$ cat src/rtl/count_display_mux.sv
// count_display_mux: scans up/down counts onto a shared 7-segment bus and blinks on Swap rising edges
module count_display_mux #(
  parameter int REFRESH_DIV   = 4,
  parameter int BLINK_PERIODS = 8
) (
  input  logic       Clock,
  input  logic       Reset,
  input  logic [3:0] UpCountS,
  input  logic [3:0] DownCountS,
  input  logic       Swap,
  output logic [6:0] Segments,
  output logic [1:0] DigitSel,
  output logic       Blinking
);
  localparam int PW = $clog2(REFRESH_DIV);
  localparam int BW = $clog2(BLINK_PERIODS + 1);
  // Patterns for F down to 0, so value v sits at bits [v*7 +: 7]
  localparam logic [111:0] HEX = {7'h71, 7'h79, 7'h5E, 7'h39, 7'h7C, 7'h77, 7'h6F, 7'h7F,
                                  7'h07, 7'h7D, 7'h6D, 7'h66, 7'h4F, 7'h5B, 7'h06, 7'h3F};
  typedef enum logic {UP, DOWN} state_t;
  state_t        state_q, state_d;
  logic [PW-1:0] presc_q, presc_d;
  logic [BW-1:0] blink_q, blink_d;
  logic [6:0]    seg_q, seg_d;
  logic [1:0]    sel_q, sel_d;
  logic [3:0]    digit;
  logic          swap_q, tick, swap_edge;
  assign tick      = presc_q == PW'(REFRESH_DIV - 1);
  assign swap_edge = Swap & ~swap_q;
  assign digit     = state_q == UP ? UpCountS : DownCountS;
  always_comb begin
    presc_d = tick ? '0 : presc_q + 1'b1;
    state_d = tick ? (state_q == UP ? DOWN : UP) : state_q;
    seg_d   = tick ? HEX[digit*7 +: 7] : seg_q;
    sel_d   = !tick ? sel_q : blink_q[0] ? 2'b00 : state_q == UP ? 2'b01 : 2'b10;
    blink_d = swap_edge ? BW'(BLINK_PERIODS) : (tick && blink_q != '0) ? blink_q - 1'b1 : blink_q;
  end
  always_ff @(posedge Clock) begin
    if (Reset) begin
      presc_q <= '0;
      state_q <= UP;
      blink_q <= '0;
      swap_q  <= 1'b0;
      seg_q   <= '0;
      sel_q   <= '0;
    end else begin
      presc_q <= presc_d;
      state_q <= state_d;
      blink_q <= blink_d;
      swap_q  <= Swap;
      seg_q   <= seg_d;
      sel_q   <= sel_d;
    end
  end
  assign Segments = seg_q;
  assign DigitSel = sel_q;
  assign Blinking = blink_q != '0;
endmodule

$ cat config.mk
export PLATFORM = sky130hd
export DESIGN_NAME = count_display_mux
export DESIGN_NICKNAME = d
export VERILOG_FILES = /design/src/rtl/count_display_mux.sv
export SDC_FILE = /design/constraint.sdc
export NUM_CORES = 1
export LEC_CHECK = 0
export ABC_AREA = 1
export CORE_UTILIZATION = 47
export CTS_BUF_LIST = sky130_fd_sc_hd__clkbuf_4
export CTS_CLUSTER_DIAMETER = 120
export CTS_CLUSTER_SIZE = 24
export DETAILED_ROUTE_END_ITERATION = 7
export PLACE_DENSITY = 0.79
export SLEW_MARGIN = 20
export SYNTH_ARGS = -nofsm -noshare
export SYNTH_HDL_FRONTEND = slang
export SYNTH_SLANG_ARGS = --single-unit
$ cat constraint.sdc
create_clock -name Clock -period 1.6 [get_ports Clock]
set_input_delay 0.32 -clock Clock [delete_from_list [all_inputs] [get_ports Clock]]
set_output_delay 0.32 -clock Clock [all_outputs]
set_load 0.01 [all_outputs]
Yosys cells after proc, flatten, opt, wreduce, memory -nomap -nowiden

Cells that the tools add are included.

Register bits: 17
Bits in latches: 0
Memory bits (writable): 0
Bits in read-only memories: 0
Input port bits: 11
Output and inout port bits: 10
Logic and storage cells: 25
Memories: 0

Add/subtract/negate cells: 2
Multipliers: 1
Divide/modulo/power cells: 0
Order comparisons: 0
Equality and inequality tests: 1
Shift operators: 1
Muxes and demuxes: 6
Bitwise operators: 2
Reductions and logical operators: 5

Operators by type and width:

| kind                       | number |
|---|---|
| $shiftx A112 B8 Y7 const A | 1 |
| $mux W4                    | 3 |
| $mul A4 B3 Y7 const B      | 1 |
| $mux W2                    | 2 |
| $reduce_bool A4 Y1         | 1 |
| $reduce_or A2 Y1           | 2 |
| $sub A4 B1 Y4 const B      | 1 |
| $add A2 B1 Y2 const B      | 1 |
| $eq A2 B2 Y1 const B       | 1 |
| $reduce_bool A2 Y1         | 1 |
| $and A1 B1 Y1              | 1 |
| $logic_and A1 B1 Y1        | 1 |
| $mux W1                    | 1 |
| $not A1 Y1                 | 1 |

Logic depth before layout (Yosys ltp)

Gate-level depths: netlist of run 1.

Word-level depth: 4
Depth in mapped cells: 11

Worst setup path before layout of run 1

Ideal clock, no wire load.

Kind: reg2reg
From: register state_q
To: register seg_q[0], in the netlist Segments[0]
Setup time: 56 ps
Arrival time: 1639 ps
Required time: 1544 ps
Slack: -95 ps
Stages on the path, launching flop included: 11
Buffers on the path: 0
Clock period less this slack: 1695 ps
Cells stage by stage: dfxtp_1 -> inv_2 -> or2_0 -> o21ai_0 -> inv_1 -> ha_1 -> nand3_1 -> nand3_1 -> nand3_1 -> nand2_1 -> inv_1

Cells in the longest elaborated chain, start to end: 3

RTL lines:

| item                   | RTL line | text |
|---|---|---|
| start, declared        | 21       | `state_t state_q, state_d;` |
| start signal, assigned | 48       | `state_q <= state_d;` |
| $mux W4                | 30       | `assign digit = state_q == UP ? UpCountS : DownCountS;` |
| $mul A4 B3 Y7          | 34       | `seg_d = tick ? HEX[digit*7 +: 7] : seg_q;` |
| $shiftx A112 B8 Y7     | 34       |  |
| end signal, assigned   | 51       | `seg_q <= seg_d;` |
| end, declared          | 24       | `logic [6:0] seg_q, seg_d;` |

No other way between the ends.
A chain may end at the register's enable or synchronous reset.

Worst setup path after layout of run 1

From: register seg_q[3], in the netlist Segments[3]
To: output Segments[3]

RTL lines:

| item          | RTL line | text |
|---|---|---|
| end, declared | 11       | `output logic [6:0] Segments,` |

No word-level cell between the ends.

==> metrics.cfg, run 1 <==
[clock_network]
cts_buffers = 3
holdBufCountCts = 0
cts_buffer_depth = 2
cts_root_buf = clkbuf_4
cts_tree = yes
cts.sinks = 17
h-tree-depth = 1
clock_latency_ns = 0.29
clkTransAtPathRegs_ns = 0.10
postCtsSetupBuffers = 0

[synthesis]
yosysMostFrequentCell = nand2_1
ys_types = 18
avgSynthCellArea_sq_um = 6.91
syn_area_sq_um = 995
ys_warn_count = 0
ys_seq_area_share_pct = 34.2
postSynthCellCount = 144
synth_top_cell_area_share_pct = 34.2
synth_ff_type = dfxtp_1
ys_top_cells_by_count = nand2_1 (40), inv_1 (21), dfxtp_1 (17), nand3_1 (14), nor2_1 (12)
synth_edf_count = 0
yosysTopAreaCell = dfxtp_1
synth_nets = 164
netlist_top_cells_area = dfxtp_1 (34%), nand2_1 (15%), ha_1 (11%)
synth_seq_cells = 17
async_flop_share_pct = 0

[hold_path]
holdCritStartpoint = presc_q[0]
hp-class = reg -> reg

[place]
hpwl_microns = 1660
gp_congestion = 0.880
pre_cts_ws_ns = -0.214
io_buffers = 20
dp.cells = 201

[critical_path]
endpoint = Segments[3]
crit_type = reg -> out
rr_worst_depth = 9
slowest_delay_ns = 0.54
required_ns = 1.28
regToRegSetupSlack_ns = 0.16
cp.arrival_ns = 1.18
critPathLaunchType = flop
path_depth = 1
r2r-start = state_q
critPathLaunch = Segments[3]
critPathSlowestCell = clkdlybuf4s50_1
crit_chain = clkdlybuf4s50_1
r2r_end = Segments[5]
crit_path_end_kind = output port
critPathBufInv = 1
cp_max_fo = 2
crit_family = buffers and inverters

[route]
detail-route-antenna-nets = 0
post_drt_via_cell_ratio = 4.88
drt_iter0_drc = 8
drc = 0
dr_total_vias = 1001
routed_wl_microns = 2040
post_drt_wl_per_cell_microns = 9.93
drt-pass1-iter-count = 4

[timing]
worst_slack_ns = 0.101
slew-limit-headroom_pct = 81.4
setup_viol = 0
rsz0062_at_grt = false
period_needed_ns = 1.50
finalHoldViolCount = 0
drv_slew = 0
clock.fmax_ghz = 0.667
skew_ns = 0.00581
period_share_pct = 93.7
setup_tns_ns = 0
hold_slack_ns = 0.426
worstMarginPinSlew_ns = 0.279

[layout]
layout.nets = 199
fillers = 169
areaGrowthSynthToFinish_pct = 35.5
antenna_cells = 0
layout-drive-gt1-share_pct = 18.0
final_cells = 205

[power_and_ir_drop]
switchingPower_uw = 292
power.density_nw_per_um2 = 716
p_comb_share_pct = 29.2
p_seq_share_pct = 47.9
netSwitchingFraction_pct = 30.3
p_leak_uw = 0.000628
vdd.ir_drop.worst_mv = 0.563
pwr-share-clk_pct = 22.9
internal_power_uw = 673

[grt]
grt_pass1_vias = 844
grt_max_degree = 11
overflow = 0
antenna_found_initial = 0
grt_pass1_wl_microns = 3390
grt_usage_pct = 20.7

[floorplan]
core_sq_um = 1980
dieArea_sq_um = 2300
fp.dieH_microns = 48.0
boundaryPins = 21
initial_core_util_pct = 50.2
std_cell_rows = 16
die_x_microns = 48.0

[job]
maxCapViolations = 0

[run_status]
status = finished, final reports clean

## cell type report
cell class / count / area [sq um] / share of cell area, %
flip-flops and latches: 17 / 343 / 25.4
inverters: 22 / 82.6 / 6.13
repair buffers: 30 / 270 / 20.1
clock inverters: 1 / 5.00 / 0.371
clock buffers: 3 / 22.5 / 1.67
multi-input cells: 105 / 591 / 43.8
well taps: 27 / 33.8 / 2.51
## layout by cell type (no fill, tap or decap), drive strengths merged, types with 9 or more instances in the layout
| master | n |
|---|---|
| a21oi | 9 |
| o21ai | 13 |
| inv | 22 |
| nand2 | 44 |
| ha | 9 |
| dfxtp | 17 |
| nand3 | 14 |
| buf | 11 |
| nor2 | 13 |
| clkdlybuf4s50 | 19 |
## repair_timing
item                                    in CTS  in global routing
gates cloned                                 0                  0
endpoints found under the setup margin       1                  5
gates resized for setup                      5                  6
pin swaps                                    0                  1
## registers in the layout, indices dropped and copies added (netlist names)
signal and count:
state_q 1, swap_q 1, DigitSel 2, blink_q 4, Segments 7, presc_q 2
## through the flow
step / cell area (sq um) / util (%) / power (uW)
2_1_floorplan: 1000 / - / 633
3_5_place_dp: 1310 / 66.0 / 753
5_1_grt: 1350 / 68.0 / 1030
6_report: 1350 / 68.0 / 964
4_1_cts: 1340 / 67.7 / 975
3_3_place_gp: 1310 / 66.0 / 748
## per-layer routing
layer	vias to the layer above	share of wire (%)	global-route usage [%]
met1	458	47	26.0
met3	4	2.7	4.53
li1	527	-	-
met2	12	50	35.9
met4	0	0.88	5.00
met5	-	0	0
## worst min-delay path by stage
stage          cells past startpoint  slack, ns    endpoint
6_report                           1       0.43  presc_q[0]
5_1_grt                            1       0.46  presc_q[0]
4_1_cts                            1       0.43  presc_q[0]
3_5_place_dp                       1       0.41  presc_q[0]
3_3_place_gp                       1       0.40  presc_q[0]
2_1_floorplan                      1       0.39  blink_q[3]
## logic make-up (layout without fill, tap and decap cells)
family,Yosys count,count (layout),synth area share [%]
buf+inv,22,56,8.30
fa+ha+maj,9,9,11.3
compound gates,22,22,13.3
simple gates,74,74,32.8
flops,17,17,34.2
## power groups by stage
stage	registers [uW]	clock network (uW)	logic [uW]
2_1_floorplan	478	0	154
3_3_place_gp	471	0	277
3_5_place_dp	472	0	282
4_1_cts	463	230	283
5_1_grt	465	249	320
6_report	462	220	282
Power figures use the tool's default switching activity.
==> run 2, diff against run 1 <==
- CORE_UTILIZATION: 47 -> 52
- PLACE_DENSITY: 0.79 -> 0.83
- clock period: 1.6 -> 1.4 ns (I/O delays scaled with it)
==> run 2 against run 1 <==
Against the previous run:
- the flow now finishes with violations (setup timing)
- die area down 9.2%
- worst hold slack better by 0.0097 ns
- combinational power up 59%
- non-clock buffer count up 10
- sequential share of layout area down 3.2 points
- wire length up 90%
- register-to-register slack worse by 0.31 ns
- sequential cell count unchanged
- via count up 22%
- global-route usage up 7.9 points
- sequential power up 15%
- setup slack worse by 0.26 ns
- critical path type is now reg -> reg
- largest cell class unchanged
- largest power group unchanged
- highest routed layer unchanged
==> metrics.cfg, run 2 (synthesis gave the netlist of run 1 again) <==
[clock_network]
clkTransAtPathRegs_ns = 0.11  ; was 0.10 ns
cts_tree = yes  ; unchanged
holdBufCountCts = 0  ; unchanged
h-tree-depth = 1  ; unchanged
cts_buffer_depth = 2  ; unchanged
cts.sinks = 17  ; unchanged
cts_buffers = 3  ; unchanged
cts_root_buf = clkbuf_4  ; unchanged
clock_latency_ns = 0.31  ; was 0.29 ns

[critical_path]
crit_chain = inv_6 > or2_4 > o21ai_4 > buf_6 > ha_1 > nand2_2 > nand2_2 > nand2_1 > a21oi_1  ; was clkdlybuf4s50_1
crit_family = simple AND/OR/NAND/NOR gates  ; was buffers and inverters
cp_max_fo = 4  ; was 2
critPathBufInv = 2  ; was 1
cp_common_cell = nand2_2
critPathLaunchType = flop  ; unchanged
crit_type = reg -> reg  ; was reg -> out
critPathSlowestCell = dfxtp_4  ; was clkdlybuf4s50_1
cp.arrival_ns = 1.80  ; was 1.18 ns
required_ns = 1.65  ; was 1.28 ns
crit_path_end_kind = flop  ; was output port
slowest_delay_ns = 0.40  ; was 0.54 ns

[timing]
skew_ns = 0.0142  ; was 0.00581 ns
setup_viol = 8  ; was 0
slew-limit-headroom_pct = 74.4  ; was 81.4%
rsz0062_at_grt = true  ; was false
period_share_pct = 111
worstMarginPinSlew_ns = 0.384  ; was 0.279 ns
clock.fmax_ghz = 0.643
period_needed_ns = 1.55
worst_slack_ns = -0.155  ; was 0.101 ns
drv_slew = 0  ; unchanged
finalHoldViolCount = 0  ; unchanged

[route]
drt_iter0_drc = 58  ; was 8
drc = 0  ; unchanged
detail-route-antenna-nets = 0  ; unchanged
wl_met3_microns = 354  ; was 54 microns
dr_total_vias = 1225  ; was 1001
post_drt_wl_per_cell_microns = 18.2  ; was 9.93 microns
top_layer_used = met4  ; unchanged
post_drt_via_cell_ratio = 5.75  ; was 4.88
wl_met2_microns = 1870  ; was 1010 microns
met1_length_microns = 1390  ; was 950 microns
drt-pass1-iter-count = 4  ; unchanged
routed_wl_microns = 3870  ; was 2040 microns

[power_and_ir_drop]
p_comb_share_pct = 35.1  ; was 29.2%
netSwitchingFraction_pct = 34.5  ; was 30.3%
power.density_nw_per_um2 = 819  ; was 716 nW/um^2
pwr-share-clk_pct = 23.1  ; was 22.9%
vdd.ir_drop.worst_mv = 0.875  ; was 0.563 mV
p_leak_uw = 0.000738  ; was 0.000628 uW
internal_power_uw = 834  ; was 673 uW
switchingPower_uw = 440  ; was 292 uW
total_power_uw = 1270  ; was 964 uW
p_seq_share_pct = 41.8  ; was 47.9%

[layout]
multi_input_area_sq_um = 712  ; was 591 sq um
final_cells = 213  ; was 205
antenna_cells = 0  ; unchanged
areaGrowthSynthToFinish_pct = 56.4  ; was 35.5%
layout.nets = 209  ; was 199
largest_register_ffs = 7  ; unchanged
layout-drive-gt1-share_pct = 35.1  ; was 18.0%
layout.area.seq_sq_um = 345  ; was 343 sq um
fillers = 87  ; was 169
final_common_cell = nand2_1  ; unchanged
final_cell_mix = nand2_1 (35), buf_4 (17), dfxtp_1 (15), inv_1 (12)  ; was nand2_1 (40), clkdlybuf4s50_1 (19), inv_1 (18), dfxtp_1 (15), nand3_1 (14)

[hold_path]
hp-class = reg -> reg  ; unchanged

[job]
maxCapViolations = 0  ; unchanged

[floorplan]
std_cell_rows = 15  ; was 16
core_sq_um = 1760  ; was 1980 sq um
initial_core_util_pct = 56.4  ; was 50.2%
boundaryPins = 21  ; unchanged
dieArea_sq_um = 2090  ; was 2300 sq um
die_x_microns = 45.7  ; was 48.0 microns
fp.dieH_microns = 45.7  ; was 48.0 microns

[place]
gp_congestion = 0.863  ; was 0.880
hpwl_microns = 1840  ; was 1660 microns
io_buffers = 20  ; unchanged
dp.cells = 202  ; was 201

[run_status]
violations = setup timing
status = finished, violations left  ; was finished, final reports clean

[grt]
overflow = 0  ; unchanged
grt_pass1_wl_microns = 4220  ; was 3390 microns
antenna_found_initial = 0  ; unchanged
grt_max_degree = 10  ; was 11
grt_pass1_vias = 1019  ; was 844
grt_usage_pct = 28.6  ; was 20.7%

## run 2: metrics by stage
step	hold slack (ns)	setup WS [ns]	cell area [sq um]	util, %	TNS (ns)
floorplan	0.349	-0.00441	1010	-	-0.00471
global placement	0.405	-0.340	1340	76.2	-2.46
detailed placement	0.415	-0.377	1340	76.2	-2.82
CTS	0.429	-0.0285	1430	81.2	-0.0977
global route	0.452	-0.154	1560	88.2	-1.17
finish	0.435	-0.155	1560	88.2	-0.767
## run 2: final timing paths
| check | start | end | slack (ns) | cells past startpoint |
|---|---|---|---|---|
| worst max-delay path | state_q | Segments[5] | -0.15 | 9 |
| worst min-delay path | presc_q[0] | presc_q[0] | 0.44 | 1 |
| worst max register to register | state_q | Segments[5] | -0.15 | 9 |
| worst min register to register | presc_q[0] | presc_q[0] | 0.44 | 1 |
## run 2: power by group through the flow
stage / logic, uW / registers [uW] / clock network [uW]
final: 447 / 533 / 294
after global routing: 472 / 535 / 323
after CTS: 356 / 528 / 283
after detailed placement: 335 / 541 / 0
after global placement: 330 / 540 / 0
after floorplan: 180 / 547 / 0
## run 2: timing repair
| action | in CTS | in global routing |
|---|---|---|
| pin swaps | 8 | 4 |
| resized for setup | 26 | 29 |
| setup endpoints to repair | 17 | 13 |
| buffers inserted | 5 | 2 |
## run 2: worst register-to-register path, stage by stage, from the launching register on
cell,delay [ns]
dfxtp_4,0.40
inv_6,0.04
or2_4,0.23
o21ai_4,0.11
buf_6,0.16
ha_1,0.17
nand2_2,0.08
nand2_2,0.08
nand2_1,0.06
a21oi_1,0.15
## run 2: final cells by class
cell class / count / share of cell area, %
multi-input cells: 105 / 45.8
flip-flops and latches: 17 / 22.2
repair buffers: 40 / 22.1
inverters: 22 / 5.95
well taps: 25 / 2.01
clock buffers: 4 / 1.93
## run 2: per-layer routing
layer	vias to the layer above	GRT usage, %
li1	541	-
met1	566	31.8
met2	79	49.7
met3	39	8.73
met4	0	12.9
met5	-	0
==> run 3, diff against run 2 <==
- RECOVER_POWER: not set -> 100
- SETUP_SLACK_MARGIN: not set -> 0.5
==> run 3 against run 2 <==
Against the previous run:
- the flow still finishes with violations (setup timing)
- combinational power grew 3%
- clock skew is 0.0088 ns lower
- global-route usage did not move
- final cell count grew 0.47%
- sequential share of layout area about the same
- first-iteration DRC count shrank 6.9%
- core utilization increased by 3.6 points
- worst hold slack better by 0.029 ns
- sequential cell count stayed put
- register-to-register slack improved by 0.02 ns
- highest routed layer unchanged
==> metrics.cfg, run 3 (synthesis gave the netlist of run 1 again) <==
[layout]
layout-drive-gt1-share_pct = 48.1  ; was 35.1%
antenna_cells = 0  ; unchanged
utilization_pct = 91.8  ; was 88.2%
final_cell_mix = nand2_1 (33), buf_4 (18), dfxtp_2 (12), inv_1 (12), buf_6 (12)  ; was nand2_1 (35), buf_4 (17), dfxtp_1 (15), inv_1 (12)
final_common_cell = nand2_1  ; unchanged
final_cells = 214  ; was 213
design_area_sq_um = 1620  ; was 1560 sq um
fillers = 67  ; was 87
largest_register_ffs = 7  ; unchanged
areaGrowthSynthToFinish_pct = 62.8  ; was 56.4%
layout.nets = 210  ; was 209

[route]
post_drt_via_cell_ratio = 5.55  ; was 5.75
detail-route-antenna-nets = 0  ; unchanged
post_drt_wl_per_cell_microns = 16.8  ; was 18.2 microns
dr_total_vias = 1187  ; was 1225
drc = 0  ; unchanged
routed_wl_microns = 3600  ; was 3870 microns
drt_iter0_drc = 54  ; was 58
drt-pass1-iter-count = 4  ; unchanged

[place]
io_buffers = 20  ; unchanged
pre_cts_ws_ns = -0.366  ; was -0.377 ns
placed_cell_area_sq_um = 1360  ; was 1340 sq um
hpwl_microns = 1850  ; was 1840 microns
dp.cells = 198  ; was 202
gp_congestion = 0.865  ; was 0.863

[grt]
grt_max_degree = 10  ; unchanged
grt_usage_pct = 28.6  ; unchanged
antenna_found_initial = 0  ; unchanged
overflow = 0  ; unchanged
grt_pass1_vias = 1042  ; was 1019
grt_pass1_wl_microns = 4260  ; was 4220 microns

[timing]
rsz0062_at_grt = true  ; unchanged
period_needed_ns = 1.54  ; was 1.55 ns
clock.fmax_ghz = 0.650  ; was 0.643 GHz
drv_slew = 0  ; unchanged
period_share_pct = 110  ; was 111%
skew_ns = 0.00538  ; was 0.0142 ns
finalHoldViolCount = 0  ; unchanged
worst_slack_ns = -0.138  ; was -0.155 ns
worstMarginPinSlew_ns = 0.316  ; was 0.384 ns
slew-limit-headroom_pct = 78.9  ; was 74.4%
setup_viol = 7  ; was 8
setup_tns_ns = -0.538  ; was -0.767 ns

[clock_network]
h-tree-depth = 1  ; unchanged
clock_latency_ns = 0.30  ; was 0.31 ns
cts_tree = yes  ; unchanged
clkTransAtPathRegs_ns = 0.09  ; was 0.11 ns
cts_buffers = 3  ; unchanged
cts_root_buf = clkbuf_4  ; unchanged
cts.sinks = 17  ; unchanged
cts_buffer_depth = 2  ; unchanged

[critical_path]
rr_worst_depth = 9  ; unchanged
cp_max_fo = 3  ; was 4
crit_path_end_kind = flop  ; unchanged
required_ns = 1.60  ; was 1.65 ns
crit_type = in -> reg  ; was reg -> reg
r2r_end = Segments[2]  ; was Segments[5]
cp.arrival_ns = 1.74  ; was 1.80 ns
regToRegSetupSlack_ns = -0.13  ; was -0.15 ns
r2r-start = state_q  ; unchanged
critPathLaunchType = primary input  ; was flop

[hold_path]
hp-class = reg -> reg  ; unchanged
holdPathStages = 2  ; was 1
min_to = Segments[4]  ; was presc_q[0]
holdCritStartpoint = Segments[4]  ; was presc_q[0]

[floorplan]
std_cell_rows = 15  ; unchanged
dieArea_sq_um = 2090  ; unchanged
fp.dieH_microns = 45.7  ; unchanged
die_x_microns = 45.7  ; unchanged
boundaryPins = 21  ; unchanged
core_sq_um = 1760  ; unchanged
initial_core_util_pct = 56.4  ; unchanged

[power_and_ir_drop]
power.density_nw_per_um2 = 795  ; was 819 nW/um^2
vdd.ir_drop.worst_mv = 0.804  ; was 0.875 mV
p_leak_uw = 0.000732  ; was 0.000738 uW

[run_status]
violations = setup timing  ; unchanged
status = finished, violations left  ; unchanged

[job]
maxCapViolations = 0  ; unchanged

-- run 3: how the worst max path moves through the flow --
stage	end	from	slack [ns]	depth (start not counted)
after detailed placement	Segments[5]	DownCountS[0]	-0.37	10
after global routing	Segments[0]	state_q	-0.21	10
after floorplan	Segments[5]	state_q	-0.004	10
after global placement	Segments[0]	DownCountS[0]	-0.33	10
after CTS	Segments[5]	state_q	-0.08	10
final	Segments[2]	DownCountS[1]	-0.14	10
-- run 3: per-layer routing --
metal	wire length (microns)	part of all wire (%)	global-route usage [%]	up-vias
met5	0	0	0	-
met4	217	6.0	11.8	0
met3	291	8.1	8.73	30
met2	1730	48	51.1	71
met1	1370	38	31.1	540
li1	-	-	-	546
-- run 3: metrics by stage --
step | total power [uW] | hold WS (ns)
after floorplan | 743 | 0.349
after global placement | 877 | 0.410
after detailed placement | 883 | 0.425
after CTS | 1210 | 0.450
after global routing | 1340 | 0.459
final | 1290 | 0.465
-- run 3: where the power goes --
part	internal, uW	switching, uW
Clock	131	154
Sequential	517	23.8
Combinational	204	257
Total	852	435
-- run 3: cell type report --
class	instances	area, sq um	share of cell area [%]
Multi-Input combinational cell	105	718	44.4
Clock buffer	4	30.0	1.85
Timing Repair Buffer	41	380	23.5
Inverter	22	100	6.18
Tap cell	25	31.3	1.93
Sequential cell	17	359	22.2
-- run 3: what timing repair did --
action,CTS,global route
hold buffers,0,0
gates resized for setup,73,21
pin swaps,15,10
hold endpoints to repair,0,0
gates cloned,0,0
endpoints found under the setup margin,26,26
setup buffers,9,3
-- run 3: critical path, cell delays in order --
cell and delay [ns]:
clkdlybuf4s50_1 0.48, nand2_1 0.08, nand2_2 0.11, buf_4 0.16, ha_1 0.17, inv_1 0.07
o21ai_1 0.18, nand2_1 0.07, nand2_1 0.07, nand2_1 0.05
